$ cat src/rtl/counter_pkg.sv
// Shared definitions for the counter/flip-flop library: FSM state type and
// the default counter width used by both the up- and down-counters.
package counter_pkg;

    localparam int unsigned DEFAULT_WIDTH = 32'd4;

    typedef enum logic [1:0] {
        ST_IDLE = 2'b00,
        ST_RUN  = 2'b01,
        ST_DONE = 2'b10
    } cnt_state_e;

endpackage : counter_pkg

$ cat src/rtl/sync_down_counter.sv
// Synchronous loadable down-counter with optional auto-reload and a registered
// one-cycle terminal-count pulse. Every output comes straight from a flop.
module sync_down_counter
    import counter_pkg::*;
#(
    parameter int unsigned WIDTH = DEFAULT_WIDTH
) (
    input  logic             clock,
    input  logic             reset,
    input  logic             load,
    input  logic [WIDTH-1:0] load_value,
    input  logic             enable,
    input  logic             auto_reload,
    output logic [WIDTH-1:0] q,
    output logic [WIDTH-1:0] qb,
    output logic             tc,
    output logic             busy,
    output logic             done
);

    localparam logic [WIDTH-1:0] ZERO_C = {WIDTH{1'b0}};
    localparam logic [WIDTH-1:0] ONE_C  = {{(WIDTH-1){1'b0}}, 1'b1};

    cnt_state_e       state_r;
    logic [WIDTH-1:0] q_r;
    logic [WIDTH-1:0] qb_r;
    logic [WIDTH-1:0] reload_r;
    logic             tc_r;
    logic             busy_r;
    logic             done_r;

    cnt_state_e       state_nxt_s;
    logic [WIDTH-1:0] q_nxt_s;
    logic [WIDTH-1:0] reload_nxt_s;
    logic             tc_nxt_s;
    logic [WIDTH-1:0] q_dec_s;

    // Decrementer; only used when q_r > 1, so it can never wrap below zero.
    always_comb begin
        q_dec_s = q_r - ONE_C;
    end

    // Next-state and next-count selection: load beats enable beats hold.
    always_comb begin
        state_nxt_s  = state_r;
        q_nxt_s      = q_r;
        reload_nxt_s = reload_r;
        tc_nxt_s     = 1'b0;
        if (load) begin
            q_nxt_s      = load_value;
            reload_nxt_s = load_value;
            if (load_value != ZERO_C) begin
                state_nxt_s = ST_RUN;
            end else begin
                state_nxt_s = ST_DONE;
            end
        end else begin
            case (state_r)
                ST_RUN: begin
                    if (enable) begin
                        if (q_r > ONE_C) begin
                            q_nxt_s = q_dec_s;
                        end else if (q_r == ONE_C) begin
                            q_nxt_s  = ZERO_C;
                            tc_nxt_s = 1'b1;
                            if (auto_reload) begin
                                state_nxt_s = ST_RUN;
                            end else begin
                                state_nxt_s = ST_DONE;
                            end
                        end else begin
                            // Sitting at zero: the reload step costs one enabled cycle.
                            if (auto_reload) begin
                                q_nxt_s = reload_r;
                            end else begin
                                state_nxt_s = ST_DONE;
                            end
                        end
                    end else begin
                        q_nxt_s = q_r;
                    end
                end
                ST_IDLE, ST_DONE: begin
                    q_nxt_s = q_r;
                end
                default: begin
                    // Illegal encoding: fall back to a safe, quiet state.
                    state_nxt_s = ST_IDLE;
                    q_nxt_s     = ZERO_C;
                end
            endcase
        end
    end

    // State and output registers with synchronous active-high reset.
    always_ff @(posedge clock) begin
        if (reset) begin
            state_r  <= ST_IDLE;
            q_r      <= ZERO_C;
            qb_r     <= ~ZERO_C;
            reload_r <= ZERO_C;
            tc_r     <= 1'b0;
            busy_r   <= 1'b0;
            done_r   <= 1'b0;
        end else begin
            state_r  <= state_nxt_s;
            q_r      <= q_nxt_s;
            qb_r     <= ~q_nxt_s;
            reload_r <= reload_nxt_s;
            tc_r     <= tc_nxt_s;
            busy_r   <= (state_nxt_s == ST_RUN);
            done_r   <= (state_nxt_s == ST_DONE);
        end
    end

    assign q    = q_r;
    assign qb   = qb_r;
    assign tc   = tc_r;
    assign busy = busy_r;
    assign done = done_r;

endmodule : sync_down_counter

$ cat config.mk
export PLATFORM = sky130hd
export DESIGN_NAME = sync_down_counter
export DESIGN_NICKNAME = d
export VERILOG_FILES = /design/src/rtl/counter_pkg.sv /design/src/rtl/sync_down_counter.sv
export SDC_FILE = /design/constraint.sdc
export NUM_CORES = 1
export LEC_CHECK = 0
export CAP_MARGIN = 30
export CORE_ASPECT_RATIO = 1.25
export CORE_UTILIZATION = 40
export CTS_CLUSTER_SIZE = 16
export DETAILED_ROUTE_END_ITERATION = 6
export PLACE_DENSITY_LB_ADDON = 0.08
export SETUP_SLACK_MARGIN = 0.3
export SLEW_MARGIN = 10
export SYNTH_ARGS = -nofsm -noshare
export SYNTH_HDL_FRONTEND = slang
export SYNTH_SLANG_ARGS = --single-unit
$ cat constraint.sdc
create_clock -name clock -period 2.1 [get_ports clock]
set_input_delay 0.525 -clock clock [delete_from_list [all_inputs] [get_ports clock]]
set_output_delay 0.525 -clock clock [all_outputs]
set_load 0.1 [all_outputs]
### Yosys cells after proc, flatten, opt, wreduce, memory -nomap -nowiden

Cells that the tools add are included.

* $add $sub $neg: 1
* multiply operators: 0
* divide/modulo/power cells: 0
* order comparisons: 1
* equality and inequality tests: 5
* shift-type cells: 0
* multiplexer cells: 15
* bitwise logic cells: 3
* reductions and logical operators: 4

Operators with widths (number)
* two-way mux 4 bit: 5
* two-way mux 2 bit: 7
* case mux 4 bit (2 select lines): 1
* OR reduction 5 bit: 1
* equality test 2 x 1 -> 1 bit, second input constant: 2
* equality test 2 bit, second input constant: 2
* equality test 4 x 1 -> 1 bit, second input constant: 1
* > comparator 4 x 1 -> 1 bit, second input constant: 1
* inverter 4 bit: 1
* case mux 2 bit (2 select lines): 1
* nonzero test 4 bit: 1
* subtractor 4 x 1 -> 4 bit, second input constant: 1
* zero test 2 bit: 1
* inverter 1 bit: 2
* OR reduction 2 bit: 1
* two-way mux 1 bit: 1

* flip-flop bits (word level): 17
* latch bits: 0
* bits in writable memories: 0
* ROM bits: 0
* input port bits: 9
* output and inout port bits: 11
* logic and storage cells: 36
* memories: 0

### Longest topological paths before layout

* depth after elaboration: 7
* gate-level depth with buffers: 6
* depth with buffers taken out: 6

### Least setup slack after synthesis

OpenSTA, ideal clock, no wires.

* kind: register to register
* from: reg q_r[1], in the netlist q[1]
* to: reg qb_r[3], in the netlist qb[3]
* data arrival time: 2356 ps
* required time: 1985 ps
* slack: -370 ps
* stages on the path, launching flop included: 7
* period minus slack after synthesis: 2470 ps
* cells stage by stage: dfxtp_1 -> inv_1 -> ha_1 -> or3_1 -> a2111oi_2 -> nor2_1 -> o21a_1

* cells in the longest elaborated chain, start to end: 7

RTL lines
* start: declaration: line sync_down_counter.sv:25 `logic [WIDTH-1:0] q_r;`
* start signal: assignment: line sync_down_counter.sv:107 `q_r <= q_nxt_s;`
* branches (longest 2 deep; another with subtractor 4 x 1 -> 4 bit)
* two-way mux 4 bit *: line sync_down_counter.sv:61 `if (q_r > ONE_C) begin`
* two-way mux 4 bit *: line sync_down_counter.sv:60 `if (enable) begin`
* case mux 4 bit (2 select lines) *: line sync_down_counter.sv:58 `case (state_r)`
* two-way mux 4 bit *: line sync_down_counter.sv:49 `if (load) begin`
* inverter 4 bit *: line sync_down_counter.sv:108 `qb_r <= ~q_nxt_s;`
* end signal: assignment: line sync_down_counter.sv:100 `qb_r <= ~ZERO_C;`
* end signal: assignment: line sync_down_counter.sv:108
* end: declaration: line sync_down_counter.sv:26 `logic [WIDTH-1:0] qb_r;`

Every way passes the cells marked *.
A chain may end at the register's enable or synchronous reset.

### Final worst setup path

* from: reg q_r[0], in the netlist q[0]
* to: reg qb_r[3], in the netlist qb[3]

Same word-level chain as after synthesis.

==> out/qor.txt <==
Simple-Gate Fraction of Synth Area: 20.9%
Post-synthesis mux area share: 4.98%
Clock Path Buffers: 2
Slew HR: 62.2%
Crit-path cells: inv_2 > ha_4 > or3_1 > a2111oi_2 > nor2_1 > o21a_1
IO Port Bufs: 19
Diode count: 0
H-tree levels: 1
Core Util, Final: 58.8%
Max-cap violation count: 0
Slowest stage cell, crit path: dfxtp_4
Commonest non-fill, non-tap cells in the layout: dfxtp_1 (15), buf_4 (15), a21oi_1 (10), nor2_1 (8), clkdlybuf4s50_1 (8)
Skew-Pair Late Insertion Delay: 0.29 ns
CTS resizes: 0
Die W: 42.1 µm
Leakage: 0.455 nW
Mapped Nets: 101
Height of the die: 52.1 µm
Initial antenna violation count: 0
CTS tree: built
Area grow syn2layout: 34.0%
Cts bufs inserted: 3
Max-slew violation count: 0
CTS Root Cell: clkbuf_4
CP Class: reg2reg
Worst EP required: 2.30 ns
I/O Pins: 20
Max incr delay on CP: 0.40 ns
Pre-CTS setup slack: 0.176 ns
Die Area: 2190 µm²
Hold_buf cts: 0
Setup violators final: 0
WP buf/inv: 1
Largest family of logic cells by synthesized area: compound AO/OA/AOI/OAI gates
Critical Path AT: 1.83 ns
Initial Util: 43.9%
VDD IR-drop max: 547 µV
Rows: 17
Synth Register Bits: 17
Layout Nets: 127
Dpl hpwl: 1380 µm
Final hold violations: 0
Post-synthesis compound-gate area fraction: 24.8%
Period Utilization, post-route: 77.6%
Total GRT Usage: 17.9%
1st-pass router iterations: 4
Area of the multi-input gates: 444 µm²
Total negative slack: 0 ns
Register area: 348 µm²
Min cycle time layout: 1.63 ns
Sequential share of the synthesized area: 42.4%
Post-synthesis xor/xnor area fraction: 0%
Filler cells: 182
Final ANT Viol Nets: 0
CORE AREA: 1830 µm²
Final wirelength: 1750 µm
CTS clk-pin slew, worst paths: 0.10 ns
Overflow after GRT: 0
Routed wire per std cell: 13.1 µm
Pwr Density: 729 nW/µm²
Worst Skew: 0.00520 ns
Yosys cell types: 28
Top delay family on crit path: compound AO/OA/AOI/OAI gates
Syn Area/Cell: 8.93 µm²
Worst-Margin Slew: 0.559 ns
Worst-path fanout max: 8
Design Power: 784 µW
Postcts setup bufs: 0
Post-synthesis adder-cell area fraction: 3.12%
Setup crit start kind: flop
Vias/cell: 5.66
Initial DRC Count: 15
First-pass GRT wire length: 2930 µm
Layout cells sized above 1: 22.6%
Number of remaining DRC errors: 0
Largest net degree at the start of global routing: 15
DR vias: 758
Clock Sinks: 17
Cells after Synth: 90
Worst setup EP type: flop
Setup WS post-layout: 0.470 ns
Status: complete, no violations
Placer Congestion: 0.756
Unrepaired setup endpoints after global routing: false
Number of global-route vias before repair: 700
Fmax: 614 MHz
Hold Crit Class: reg2reg
Ys Warns: 0
Synthesized area: 803 µm²
==> layout make-up <==
cell class                 instances  share of cell area [%]
multi-input combinational         65                    41.3
sequential                        17                    32.3
clock buffer                       4                    2.44
inverter                           5                    1.98
tap                               19                    2.21
timing repair buffer              24                    19.8
==> where the power goes <==
group / switching, mW / internal, mW / total (mW)
Clock: 0.101 / 0.0740 / 0.175
Combinational: 0.166 / 0.0804 / 0.246
Sequential: 0.0204 / 0.343 / 0.363
==> cell usage after synthesis <==
cell       count  area share, %
dfxtp_1       17             42
a21oi_1       10            6.2
nor2_1         8            3.7
inv_1          5            2.3
nand2_1        5            2.3
o21ai_0        5            3.1
mux2i_1        4            5.0
a21o_1         3            2.8
and3b_1        3            3.3
nand3_1        3            1.9
nand3b_1       3            2.8
clkbuf_1       2           0.93
ha_1           2            3.1
nand2b_1       2            1.6
nor2b_1        2            1.6
o21a_1         2            1.9
o221ai_1       2            2.2
o41ai_1        2            2.2
a2111oi_2      1            1.9
a211oi_1       1           0.93
a21boi_0       1           0.93
and4_1         1            1.1
buf_2          1           0.62
nor4b_2        1            1.9
o21ai_1        1           0.62
o311ai_0       1            1.1
o31ai_1        1           0.93
or3_1          1           0.78
==> state kept, by name, summed over array words and instances (netlist names) <==
register,cells
reload_r,4
state_r,2
done,1
q,4
busy,1
tc,1
qb,4
==> worst paths after layout <==
path	to	slack (ns)	cells past startpoint	start
hold / removal	reload_r[1]$_SDFFE_PP0P_	0.48	2	reload_r[1]$_SDFFE_PP0P_
setup reg to reg	qb[3]$_SDFF_PP1_	0.47	6	q[0]$_SDFF_PP0_
setup / recovery	qb[3]$_SDFF_PP1_	0.47	6	q[0]$_SDFF_PP0_
hold reg to reg	reload_r[1]$_SDFFE_PP0P_	0.48	2	reload_r[1]$_SDFFE_PP0P_
==> cells by family (layout without fill, tap and decap cells) <==
kind of cell / count (synthesis) / count (layout)
DFF: 17 / 17
buffers and inverters: 8 / 33
AOI/OAI and AO/OA: 30 / 30
muxes: 4 / 4
and+or+nand+nor: 29 / 29
adders and majority gates: 2 / 2
==> tightest hold or removal path, stage by stage (launching register included) <==
cell	delay, ns
dfxtp_1	0.32
nand2b_1	0.06
a21oi_1	0.06
==> through the flow <==
| step | hold slack [ns] | cell area (µm²) | instances |
|---|---|---|---|
| finish | 0.481 | 1080 | 134 |
| global route | 0.510 | 1080 | 134 |
| CTS | 0.491 | 1080 | 134 |
| detailed placement | 0.477 | 1050 | 130 |
| global placement | 0.469 | 1050 | 130 |
| floorplan | 0.450 | 826 | 90 |
==> metal layers <==
metal,track usage [%],up-vias,share of wire [%]
met1,20.6,347,46
li1,-,378,-
met5,0,-,0
met4,14.1,0,4.1
met2,29.7,24,46
met3,2.43,9,3.3
Note: power is estimated with default switching activity, not from simulation.
